<file path="src/rtl/dunc_pkg.sv">
// Shared opcode/state encodings and IR field offsets for the dunc accumulator core.
// The INDIR state exists only when DUNC_INDIRECT_EN is defined.
package dunc_pkg;

  typedef enum logic [3:0] {
    OP_HLT = 4'd0,
    OP_LDA = 4'd1,
    OP_STA = 4'd2,
    OP_ADD = 4'd3,
    OP_SUB = 4'd4,
    OP_AND = 4'd5,
    OP_OR  = 4'd6,
    OP_JMP = 4'd7,
    OP_JZ  = 4'd8,
    OP_JN  = 4'd9
  } opcode_t;

  typedef enum logic [2:0] {
    S_FETCH,
    S_DECODE,
    S_EXEC,
    S_HALT
`ifdef DUNC_INDIRECT_EN
    , S_INDIR
`endif
  } state_t;

  // Field positions are counted down from the IR MSB so they hold for any DATA_W.
  localparam int OPC_W       = 4;
  localparam int OPC_HI_OFS  = 0;
  localparam int OPC_LO_OFS  = OPC_W - 1;
  localparam int IND_BIT_OFS = OPC_W;

  function automatic logic is_data_op(input logic [3:0] op);
    return op inside {OP_LDA, OP_STA, OP_ADD, OP_SUB, OP_AND, OP_OR};
  endfunction

  function automatic logic uses_ea(input logic [3:0] op);
    return (op >= OP_LDA) && (op <= OP_JN);
  endfunction

endpackage

</file>
<file path="src/rtl/dunc_alu.sv">
// Combinational accumulator update: result = f(op, AC, memory operand).
// Unlisted opcodes pass AC through unchanged.
module dunc_alu
  import dunc_pkg::*;
#(
  parameter int DATA_W = 16
) (
  input  logic [3:0]        op,
  input  logic [DATA_W-1:0] ac,
  input  logic [DATA_W-1:0] md,
  output logic [DATA_W-1:0] result
);

  always_comb begin
    result = ac;
    case (op)
      OP_LDA:  result = md;
      OP_ADD:  result = ac + md;
      OP_SUB:  result = ac - md;
      OP_AND:  result = ac & md;
      OP_OR:   result = ac | md;
      default: result = ac;
    endcase
  end

endmodule

</file>
<file path="src/rtl/dunc_core.sv">
// One-address accumulator CPU with a req/ack external memory port.
// Optional indirect addressing is enabled by defining DUNC_INDIRECT_EN.
module dunc_core
  import dunc_pkg::*;
#(
  parameter int                DATA_W = 16,
  parameter int                ADDR_W = 12,
  parameter logic [ADDR_W-1:0] RST_PC = '0
) (
  input  logic              CLK,
  input  logic              RESET,
  output logic              MEM_REQ,
  output logic              WRITE,
  output logic [ADDR_W-1:0] ADDRESS,
  output logic [DATA_W-1:0] MD_OUT,
  input  logic [DATA_W-1:0] MMO,
  input  logic              MEM_ACK,
  output logic [DATA_W-1:0] AC_OUT,
  output logic              I_STA,
  output logic              HALTED
);

  localparam int OPC_HI  = DATA_W - 1 - OPC_HI_OFS;
  localparam int OPC_LO  = DATA_W - 1 - OPC_LO_OFS;
  localparam int IND_BIT = DATA_W - 1 - IND_BIT_OFS;

  state_t            state, state_nx;
  logic [3:0]        opc;
  logic [ADDR_W-1:0] pc, ea;
  logic [DATA_W-1:0] ac, alu_y;
  logic              req, ack;
  logic              bus_state, start, sta_start;
  logic              jump_taken, indir_pend;

`ifdef DUNC_INDIRECT_EN
  logic ind;
  assign indir_pend = ind && uses_ea(opc);
`else
  assign indir_pend = 1'b0;
`endif

  assign ack     = req && MEM_ACK;
  assign MEM_REQ = req;
  assign AC_OUT  = ac;

  dunc_alu #(.DATA_W(DATA_W)) u_alu (
    .op    (opc),
    .ac    (ac),
    .md    (MMO),
    .result(alu_y)
  );

  always_comb begin
    case (opc)
      OP_JMP:  jump_taken = 1'b1;
      OP_JZ:   jump_taken = (ac == '0);
      OP_JN:   jump_taken = ac[DATA_W-1];
      default: jump_taken = 1'b0;
    endcase
  end

  always_ff @(posedge CLK or posedge RESET) begin
    if (RESET) state <= S_FETCH;
    else       state <= state_nx;
  end

  always_comb begin
    state_nx = state;
    case (state)
      S_FETCH: if (ack) state_nx = S_DECODE;
      S_DECODE: begin
        if (opc == OP_HLT)      state_nx = S_HALT;
`ifdef DUNC_INDIRECT_EN
        else if (indir_pend)    state_nx = S_INDIR;
`endif
        else if (is_data_op(opc)) state_nx = S_EXEC;
        else                    state_nx = S_FETCH;
      end
`ifdef DUNC_INDIRECT_EN
      S_INDIR: if (ack) state_nx = is_data_op(opc) ? S_EXEC : S_FETCH;
`endif
      S_EXEC:  if (ack) state_nx = S_FETCH;
      S_HALT:  state_nx = S_HALT;
      default: state_nx = S_FETCH;
    endcase
  end

  always_comb begin
    bus_state = 1'b0;
    case (state)
      S_FETCH, S_EXEC: bus_state = 1'b1;
`ifdef DUNC_INDIRECT_EN
      S_INDIR:         bus_state = 1'b1;
`endif
      default:         bus_state = 1'b0;
    endcase
    // Every transfer opens with one REQ-low setup cycle; that cycle is the mandatory gap.
    start     = bus_state && !req;
    sta_start = start && (state == S_EXEC) && (opc == OP_STA);
    HALTED    = (state == S_HALT);
  end

  always_ff @(posedge CLK or posedge RESET) begin
    if (RESET) begin
      req     <= 1'b0;
      WRITE   <= 1'b0;
      ADDRESS <= '0;
      MD_OUT  <= '0;
      I_STA   <= 1'b0;
      pc      <= RST_PC;
      ac      <= '0;
      opc     <= '0;
      ea      <= '0;
`ifdef DUNC_INDIRECT_EN
      ind     <= 1'b0;
`endif
    end else begin
      I_STA <= sta_start;
      if (start) begin
        req     <= 1'b1;
        ADDRESS <= (state == S_FETCH) ? pc : ea;
        WRITE   <= sta_start;
        if (sta_start) MD_OUT <= ac;
      end else if (ack) begin
        req   <= 1'b0;
        WRITE <= 1'b0;
      end

      case (state)
        S_FETCH: if (ack) begin
          opc <= MMO[OPC_HI:OPC_LO];
          ea  <= MMO[ADDR_W-1:0];
`ifdef DUNC_INDIRECT_EN
          ind <= MMO[IND_BIT];
`endif
          pc  <= pc + ADDR_W'(1);
        end
        S_DECODE: if (!indir_pend && jump_taken) pc <= ea;
`ifdef DUNC_INDIRECT_EN
        S_INDIR: if (ack) begin
          ea <= MMO[ADDR_W-1:0];
          if (jump_taken) pc <= MMO[ADDR_W-1:0];
        end
`endif
        S_EXEC: if (ack && (opc != OP_STA)) ac <= alu_y;
        default: ;
      endcase
    end
  end

endmodule

</file>
<file path="config.mk">
export PLATFORM = sky130hd
export DESIGN_NAME = dunc_core
export DESIGN_NICKNAME = d
export VERILOG_FILES = /design/src/rtl/dunc_pkg.sv /design/src/rtl/dunc_alu.sv /design/src/rtl/dunc_core.sv
export SDC_FILE = /design/constraint.sdc
export NUM_CORES = 1
export LEC_CHECK = 0
export ABC_AREA = 1
export CORE_MARGIN = 8
export CORE_UTILIZATION = 40
export CTS_CLUSTER_SIZE = 30
export DETAILED_ROUTE_END_ITERATION = 12
export GPL_ROUTABILITY_DRIVEN = 0
export PLACE_DENSITY = 0.72
export SETUP_SLACK_MARGIN = 0.4
export SLEW_MARGIN = 0
export SYNTH_ARGS = -nofsm -noshare
export SYNTH_HDL_FRONTEND = slang
export SYNTH_SLANG_ARGS = --single-unit
export TNS_END_PERCENT = 30
</file>
<file path="constraint.sdc">
create_clock -name CLK -period 3.92 [get_ports CLK]
set_input_delay 0.784 -clock CLK [delete_from_list [all_inputs] [get_ports CLK]]
set_output_delay 0.784 -clock CLK [all_outputs]
set_load 0.05 [all_outputs]
</file>
==> flow_summary.ini, run 1 <==
[timing]
rsz0062_at_grt = false
finalCritPeriodShare = 0.838
skew_ps = 4.15
setup_violations = 0
slew_viol_final = 0
fmax_mhz = 304
worst_slew_pin_slew_ps = 972
setup_tns_ps = 0
min_period_ps = 3290
hold_viol = 0
slew_headroom = 0.351

[routing]
drc = 0
viasPerCell = 5.26
route.vias.total = 5024
wl_mm = 14.3
dr.pass1.iters = 5
drtAntennaViolNets = 0
drtIter0Drc = 389
wl_per_cell_um = 15.0

[synth]
ys_warn_count = 0
syn_area_sq_um = 5040
synth-xor-area-share = 0.0313
muxShareOfSynthArea = 0.00223
synth_seq_cells = 77
yosys.area_share.simple = 0.269
synth_top_area_share = 0.382
avgSynthCellArea_sq_um = 7.13
synthDistinctLibCells = 42
synth_compound_area_frac = 0.171
synth.area.top_cells = dfrtp_1 38%, nand2_1 15%, o21ai_0 8.5%, inv_1 6.6%, ha_1 4.7%
synth_adder_area_share = 0.0511
synth_nets = 746
netlist_instances = 707
synth_top_family_by_area = simple AND/OR/NAND/NOR gates
seq_area_frac_synth = 0.382
synth_top_area_cell = dfrtp_1

[critical_path]
worstSetupPathType = input pin to flop
crit_fanout = 5
rrSetupSlack_ps = 1020
cp-startpoint = MMO[2]
crit_path_end_kind = flop
worst_r2r_startpoint = opc[0]
crit_required_ps = 4150
reg2regPathDepth = 19
critPathCapture = AC_OUT[15]
startpoint_type = input pin
r2r_end = AC_OUT[15]
critPathArrivalTime_ps = 3520

[job]
max_cap_viol_count = 0

[clocking]
clockBufferDepth = 2
clk_pin_slew_ps = 60
numClockSinks = 77
numCtsBuffers = 9
cts_root_buf = clkbuf_16
ctsHoldBuffers = 0
cts_tree = done
ctsHtreeMaxLevel = 3
clk_latency_ps = 340

[floorplanning]
fp.dieW_um = 128
die_area_sq_um = 16400
core_sq_um = 12500
start_util = 0.404
die_y_um = 128
num_io_pins = 67
rows = 41

[global_routing]
grt_use_total = 0.179
grt_pass1_wl_mm = 23.5
grt_max_degree = 34
antenna_found_initial = 0
grt_pass1_vias = 4750
grt_overflow = 0

[final_layout]
final_common_cell = nand2_1
n_antenna_cell = 0
final_cell_mix = 194 x nand2_1, 85 x inv_1, 85 x o21ai_0
area_delta_synth_final_pct = 24.4
finish.net_count = 818
drive_gt1_frac = 0.0765

[power_and_ir_drop]
power_switching_mw = 0.425
switching_share = 0.232
p_seq_frac = 0.436
leakage_nw = 3.03
p_int_mw = 1.40
power_density_nw_per_um2 = 292
irDropWorstVdd_uv = 166
clkPwrFrac = 0.471
combPwrFrac = 0.094
p_total_mw = 1.83

[place]
dpl.hpwl_mm = 10.9
portBuffers = 66

[status]
outcome = complete, no violations

[min_path]
min_path_cells = 2
hold_path_class = flop to flop
==> repair_timing <==
item / 4_1_cts / 5_1_grt
setup buffers: 0 / 3
setup endpoints to repair: 0 / 8
gates resized for setup: 0 / 16
==> synthesized netlist by cell type (all sizes together) <==
cell	n
clkbuf	7
o21bai	1
a311oi	2
clkinv	1
a21o	1
nor3	5
nand3b	4
a221oi	1
a31oi	3
nand2	197
o21ai	106
o32ai	1
nand3	32
o22ai	1
or2	2
inv	92
xnor2	1
mux2	1
dfrtp	77
o311ai	1
nand4	17
fa	1
ha	19
buf	12
a21oi	33
nor2	60
a22oi	3
o31ai	3
o221ai	3
and2	2
a31o	1
xor2	17
==> critical path: stages <==
cell and delay [ps]:
clkdlybuf4s50_1 460, nor2_2 150, nand3_1 130, o21ai_2 220
inv_1 70, a21oi_1 180, o21ai_0 150, xor2_1 170
inv_1 60, ha_1 330, nand2_1 110, inv_1 40
a21oi_1 140, nand2_1 80, a21oi_2 120, nand3_1 90
nand3_1 80, nand2_1 50, nand2_1 50, nand2_1 40
==> routing by layer <==
metal  track usage  part of all wire  routed length (um)
met1         0.226              0.45                6460
met2         0.295              0.47                6660
met3        0.0395             0.061                 871
met4        0.0594             0.021                 304
met5             0                 0                   0
==> power by group through the flow <==
stage / sequential, mW / clock (mW) / combinational [mW]
2_1_floorplan: 0.814 / 0 / 0.0992
3_3_place_gp: 0.811 / 0 / 0.162
3_5_place_dp: 0.811 / 0 / 0.165
4_1_cts: 0.796 / 0.881 / 0.165
5_1_grt: 0.796 / 0.912 / 0.191
6_report: 0.797 / 0.860 / 0.172
==> worst min-delay path by stage <==
stage / start / endpoint / slack, ps
CTS: ADDRESS[8] / ADDRESS[8] / 490
finish: ADDRESS[8] / ADDRESS[8] / 480
global route: MD_OUT[13] / MD_OUT[13] / 520
global placement: MD_OUT[0] / MD_OUT[0] / 470
floorplan: pc[11] / pc[11] / 470
detailed placement: ADDRESS[2] / ADDRESS[2] / 480
==> flip-flops by register name, summed over array words and instances, names as in the netlist <==
signal	flops
MEM_REQ	1
I_STA	1
WRITE	1
AC_OUT	16
pc	12
opc	4
MD_OUT	16
ADDRESS	12
ea	12
state	2
==> logic make-up (layout without fill, tap and decap cells) <==
family / after synthesis / after routing
adder cells (fa/ha/maj): 20 / 20
flip-flops: 77 / 77
buffers and inverters: 112 / 189
XOR/XNOR: 18 / 18
multiplexers: 1 / 1
AO/OA/AOI/OAI: 160 / 160
AND/OR/NAND/NOR: 319 / 319
==> through the flow <==
step / worst slack [ps] / instances / utilization / hold WS [ps] / cell area (sq um)
after floorplan: 970 / 707 / - / 474 / 5040
after detailed placement: 156 / 937 / 0.472 / 475 / 5890
final: 634 / 956 / 0.503 / 482 / 6270
after global routing: 439 / 956 / 0.503 / 516 / 6270
after global placement: 208 / 937 / 0.472 / 468 / 5890
after CTS: 488 / 953 / 0.497 / 490 / 6200
==> cell type report <==
cell class	instances	area, sq um
Inverter	93	355
Clock inverter	3	42.5
Tap cell	172	215
Clock buffer	13	270
Sequential cell	77	1930
Multi-Input combinational cell	518	2690
Fill cell	1197	6200
Timing Repair Buffer	80	773
Power figures use the tool's default switching activity.
==> inputs of run 2 (changes only) <==
--- a/config.mk
+++ b/config.mk
@@ -11,7 +11,7 @@
 export CTS_CLUSTER_SIZE = 30
 export DETAILED_ROUTE_END_ITERATION = 12
 export GPL_ROUTABILITY_DRIVEN = 0
-export PLACE_DENSITY = 0.72
+export PLACE_DENSITY = 0.74
 export SETUP_SLACK_MARGIN = 0.4
 export SLEW_MARGIN = 0
 export SYNTH_ARGS = -nofsm -noshare
==> constraint.sdc (replaced) <==
create_clock -name CLK -period 2.9 [get_ports CLK]
set_input_delay 0.58 -clock CLK [delete_from_list [all_inputs] [get_ports CLK]]
set_output_delay 0.58 -clock CLK [all_outputs]
set_load 0.05 [all_outputs]
==> run 2 against run 1 <==
Compared with the run above: design area increased by 12%; combinational power is 91% higher; core utilization is 5.8 points higher; global-route usage grew 1.1 points; critical path type unchanged; die area is the same; total power is 40% higher; first-iteration DRC count up 4.9%; wire length rose by 9.1%; sequential share of layout area fell by 3.2 points; non-clock buffer count up 65; hold slack worse by 0.57 ps.
==> flow_summary.ini, run 2 (synthesized netlist as in run 1, its figures left out) <==
[clocking]
numCtsBuffers = 9
ctsHoldBuffers = 0
cts_root_buf = clkbuf_16
clk_latency_ps = 350
clk_pin_slew_ps = 60
clockBufferDepth = 2
ctsHtreeMaxLevel = 3
numClockSinks = 77
cts_tree = done

[final_layout]
multi_input_area_sq_um = 2940
area_delta_synth_final_pct = 38.9
finish.net_count = 883
nFillCells = 1138
design_area_sq_um = 7000
seqCellArea_sq_um = 1930
n_antenna_cell = 0
drive_gt1_frac = 0.212
final_cell_mix = 181 x nand2_1, 82 x inv_1, 80 x o21ai_0
final_common_cell = nand2_1

[power_and_ir_drop]
power_density_nw_per_um2 = 365
leakage_nw = 3.35
p_total_mw = 2.55
irDropWorstVdd_uv = 222

[place]
portBuffers = 66
post_dp_cell_area_sq_um = 6270
dpl.hpwl_mm = 11.0

[status]
outcome = complete, no violations

[timing]
rsz0062_at_grt = true
worst_slew_pin_slew_ps = 1020
hold_ws_ps = 481
skew_ps = 9.28
slew_headroom = 0.317
fmax_mhz = 384
setup_violations = 0
slew_viol_final = 0
min_period_ps = 2600
finalCritPeriodShare = 0.898
hold_viol = 0

[global_routing]
grt_max_degree = 59
grt_overflow = 0
grt_pass1_vias = 5062
antenna_found_initial = 0
grt_use_total = 0.190
grt_pass1_wl_mm = 24.9

[critical_path]
crit_required_ps = 3190
crit_fanout = 2
reg2regPathDepth = 17
rrSetupSlack_ps = 300
critPathArrivalTime_ps = 2890
crit_path_end_kind = flop
r2r_end = AC_OUT[14]
cp-startpoint = MMO[6]
worstSetupPathType = input pin to flop
startpoint_type = input pin
worst_r2r_startpoint = opc[1]

[floorplanning]
die_area_sq_um = 16400
core_sq_um = 12500
start_util = 0.404
fp.dieW_um = 128
die_y_um = 128
num_io_pins = 67
rows = 41

[routing]
m1WireLength_mm = 6.61
drc = 0
wl_met3_mm = 1.17
highest_layer = met4
route.vias.total = 5310
wl_mm = 15.6
viasPerCell = 5.20
drtAntennaViolNets = 0
drtIter0Drc = 408
route.met2.wl_mm = 7.39
dr.pass1.iters = 5
wl_per_cell_um = 15.3

[min_path]
worstHoldStart = ADDRESS[3]
hold_path_class = flop to flop
min_to = ADDRESS[3]
min_path_cells = 2

[job]
max_cap_viol_count = 0
run 2: per-layer routing:
metal / global-route usage / vias to the layer above
met1: 0.246 / 2473
met4: 0.0734 / 0
met2: 0.302 / 210
met3: 0.0412 / 38
li1: - / 2589
met5: 0 / -
run 2: power breakdown:
| group | switching, mW | internal, mW | leakage (nW) | total (mW) |
|---|---|---|---|---|
| logic | 0.183 | 0.145 | 2.21 | 0.328 |
| registers | 0.000881 | 1.08 | 0.983 | 1.08 |
| clock network | 0.472 | 0.676 | 0.149 | 1.15 |
run 2: worst max path at each step:
stage	slack, ps	cells after the start	endpoint
6_report	300	22	AC_OUT[15]
3_5_place_dp	-440	21	AC_OUT[15]
3_3_place_gp	-380	21	AC_OUT[15]
5_1_grt	150	19	AC_OUT[15]
2_1_floorplan	350	19	AC_OUT[15]
4_1_cts	400	22	AC_OUT[15]
run 2: stage by stage:
| step | util | setup TNS, ps | setup WS, ps | instances |
|---|---|---|---|---|
| 2_1_floorplan | - | 0 | 355 | 707 |
| 3_3_place_gp | 0.503 | -3420 | -384 | 976 |
| 3_5_place_dp | 0.503 | -3770 | -441 | 976 |
| 4_1_cts | 0.547 | 0 | 404 | 1015 |
| 5_1_grt | 0.561 | 0 | 146 | 1021 |
| 6_report | 0.561 | 0 | 296 | 1021 |
run 2: layout make-up:
| type | instances | share of cell area |
|---|---|---|
| Inverter | 93 | 0.0522 |
| Clock inverter | 6 | 0.0104 |
| Clock buffer | 10 | 0.0327 |
| Tap cell | 172 | 0.0308 |
| Sequential cell | 77 | 0.276 |
| Multi-Input combinational cell | 518 | 0.419 |
| Timing Repair Buffer | 145 | 0.179 |
run 2: repair_timing:
item                                    in CTS  in global routing
endpoints found under the setup margin      12                 11
gates resized for setup                     64                 41
buffers inserted                            23                  6
pin swaps                                   31                 42
run 2: worst max-delay path, cell delays in order:
cell	delay, ps
clkdlybuf4s15_2	220
nor2_2	130
nand2_2	80
buf_4	130
buf_4	120
buf_4	120
buf_4	130
buf_4	130
buf_4	120
buf_4	130
buf_4	130
buf_4	120
buf_4	120
nand2_1	50
nand4_1	90
nand2_1	100
nand2_1	60
nand2_1	60
nand3_1	70
nand2_1	100
nand2_1	50
nand2_1	60
==> inputs of run 3 (changes only) <==
--- a/config.mk
+++ b/config.mk
@@ -8,11 +8,13 @@
 export ABC_AREA = 1
 export CORE_MARGIN = 8
 export CORE_UTILIZATION = 40
+export CTS_BUF_LIST = sky130_fd_sc_hd__clkbuf_8
 export CTS_CLUSTER_SIZE = 30
 export DETAILED_ROUTE_END_ITERATION = 12
 export GPL_ROUTABILITY_DRIVEN = 0
 export PLACE_DENSITY = 0.74
 export SETUP_SLACK_MARGIN = 0.4
+export SKIP_LAST_GASP = 1
 export SLEW_MARGIN = 0
 export SYNTH_ARGS = -nofsm -noshare
 export SYNTH_HDL_FRONTEND = slang
==> run 3 against run 2 <==
Compared with the run above: fmax fell by 0.56%; combinational power rose by 1%; hold slack got worse by 19 ps; sequential share of layout area rose by 0.18 points; first-iteration DRC count rose by 9.8%; clock power fell by 26%; largest cell class unchanged; highest routed layer unchanged.
==> flow_summary.ini, run 3 (synthesized netlist as in run 1, its figures left out) <==
[power_and_ir_drop]
irDropWorstVdd_uv = 199
p_total_mw = 2.26
power_density_nw_per_um2 = 325
leakage_nw = 3.33

[place]
placed_cells = 976
portBuffers = 66
dpl.hpwl_mm = 11.0
post_dp_cell_area_sq_um = 6270

[status]
outcome = complete, no violations

[clocking]
numClockSinks = 77
clk_latency_ps = 380
numCtsBuffers = 9
ctsHtreeMaxLevel = 3
clockBufferDepth = 2
cts_tree = done
cts_root_buf = clkbuf_8
ctsHoldBuffers = 0
clk_pin_slew_ps = 90

[final_layout]
area_delta_synth_final_pct = 38.0
n_antenna_cell = 0
fin_cells = 1026
utilization = 0.558
design_area_sq_um = 6960
final_cell_mix = 180 x nand2_1, 82 x buf_4, 80 x inv_1, 80 x o21ai_0, 74 x dfrtp_1
finish.net_count = 888
final_common_cell = nand2_1
drive_gt1_frac = 0.224

[floorplanning]
rows = 41
start_util = 0.404
fp.dieW_um = 128
core_sq_um = 12500
die_y_um = 128
die_area_sq_um = 16400
num_io_pins = 67

[timing]
finalCritPeriodShare = 0.903
slew_viol_final = 0
setup_violations = 0
slew_headroom = 0.308
hold_viol = 0
skew_ps = 14.4
rsz0062_at_grt = true
min_period_ps = 2620
worst_slew_pin_slew_ps = 1040
fmax_mhz = 382

[critical_path]
worstSetupPathType = flop to flop
crit_fanout = 8
crit_required_ps = 3170
crit_path_end_kind = flop
startpoint_type = flop
critPathArrivalTime_ps = 2880

[routing]
wl_per_cell_um = 15.4
route.vias.total = 5300
drtIter0Drc = 448
dr.pass1.iters = 5
drtAntennaViolNets = 0
drc = 0
viasPerCell = 5.17
wl_mm = 15.8

[global_routing]
grt_pass1_wl_mm = 24.7
grt_max_degree = 59
grt_use_total = 0.189
antenna_found_initial = 0
grt_pass1_vias = 4992
grt_overflow = 0

[job]
max_cap_viol_count = 0

[min_path]
hold_path_class = input pin to flop
[run 3: area by class of cell]
| cell class | count | area (sq um) |
|---|---|---|
| clock buffers | 9 | 124 |
| clock inverters | 7 | 76.3 |
| flip-flops and latches | 77 | 1930 |
| multi-input cells | 518 | 2970 |
| repair buffers | 150 | 1280 |
| well taps | 172 | 215 |
| inverters | 93 | 368 |
| fillers | 1125 | 5510 |
[run 3: worst paths after layout]
| path | endpoint | start | cells past startpoint | slack [ps] |
|---|---|---|---|---|
| worst max-delay path | AC_OUT[7] | opc[1] | 16 | 280 |
| worst min-delay path | AC_OUT[1] | MMO[1] | 3 | 460 |
| worst max register to register | AC_OUT[7] | opc[1] | 16 | 280 |
| worst min register to register | ADDRESS[3] | ADDRESS[3] | 2 | 490 |
| max in group asynchronous | opc[3] | RESET | 3 | 1670 |
| min in group asynchronous | MD_OUT[7] | RESET | 2 | 570 |
[run 3: power breakdown]
| group | switching (mW) | total, mW | internal, mW |
|---|---|---|---|
| clock network | 0.448 | 0.852 | 0.403 |
| registers | 0.000838 | 1.07 | 1.07 |
| logic | 0.184 | 0.332 | 0.148 |
[run 3: metal layers]
metal,global-route usage,share of wire,vias to the layer above
met4,0.0692,0.027,0
li1,-,-,2595
met2,0.302,0.47,199
met5,0,0,-
met3,0.0449,0.064,42
met1,0.243,0.44,2464
[run 3: critical path: stages (launching register included)]
cell	delay, ps
dfrtp_2	450
nor2_4	140
nand2_4	120
buf_4	170
nand2_1	70
xor2_1	160
inv_1	90
ha_4	240
nand2_2	90
inv_1	50
a21oi_2	170
nand2_2	100
buf_4	140
o21ai_0	190
o21ai_0	150
nand2_1	90
o21ai_0	90
[run 3: timing repair]
item	in CTS	in global routing
resized for setup	53	57
pin swaps	30	43
setup buffers	22	12
endpoints found under the setup margin	12	10
[run 3: stage by stage]
stage	setup slack (ps)	TNS, ps	hold slack (ps)
after global routing	220	0	459
final	281	0	462
after floorplan	355	0	474
after global placement	-384	-3420	468
after CTS	401	0	496
after detailed placement	-441	-3770	475
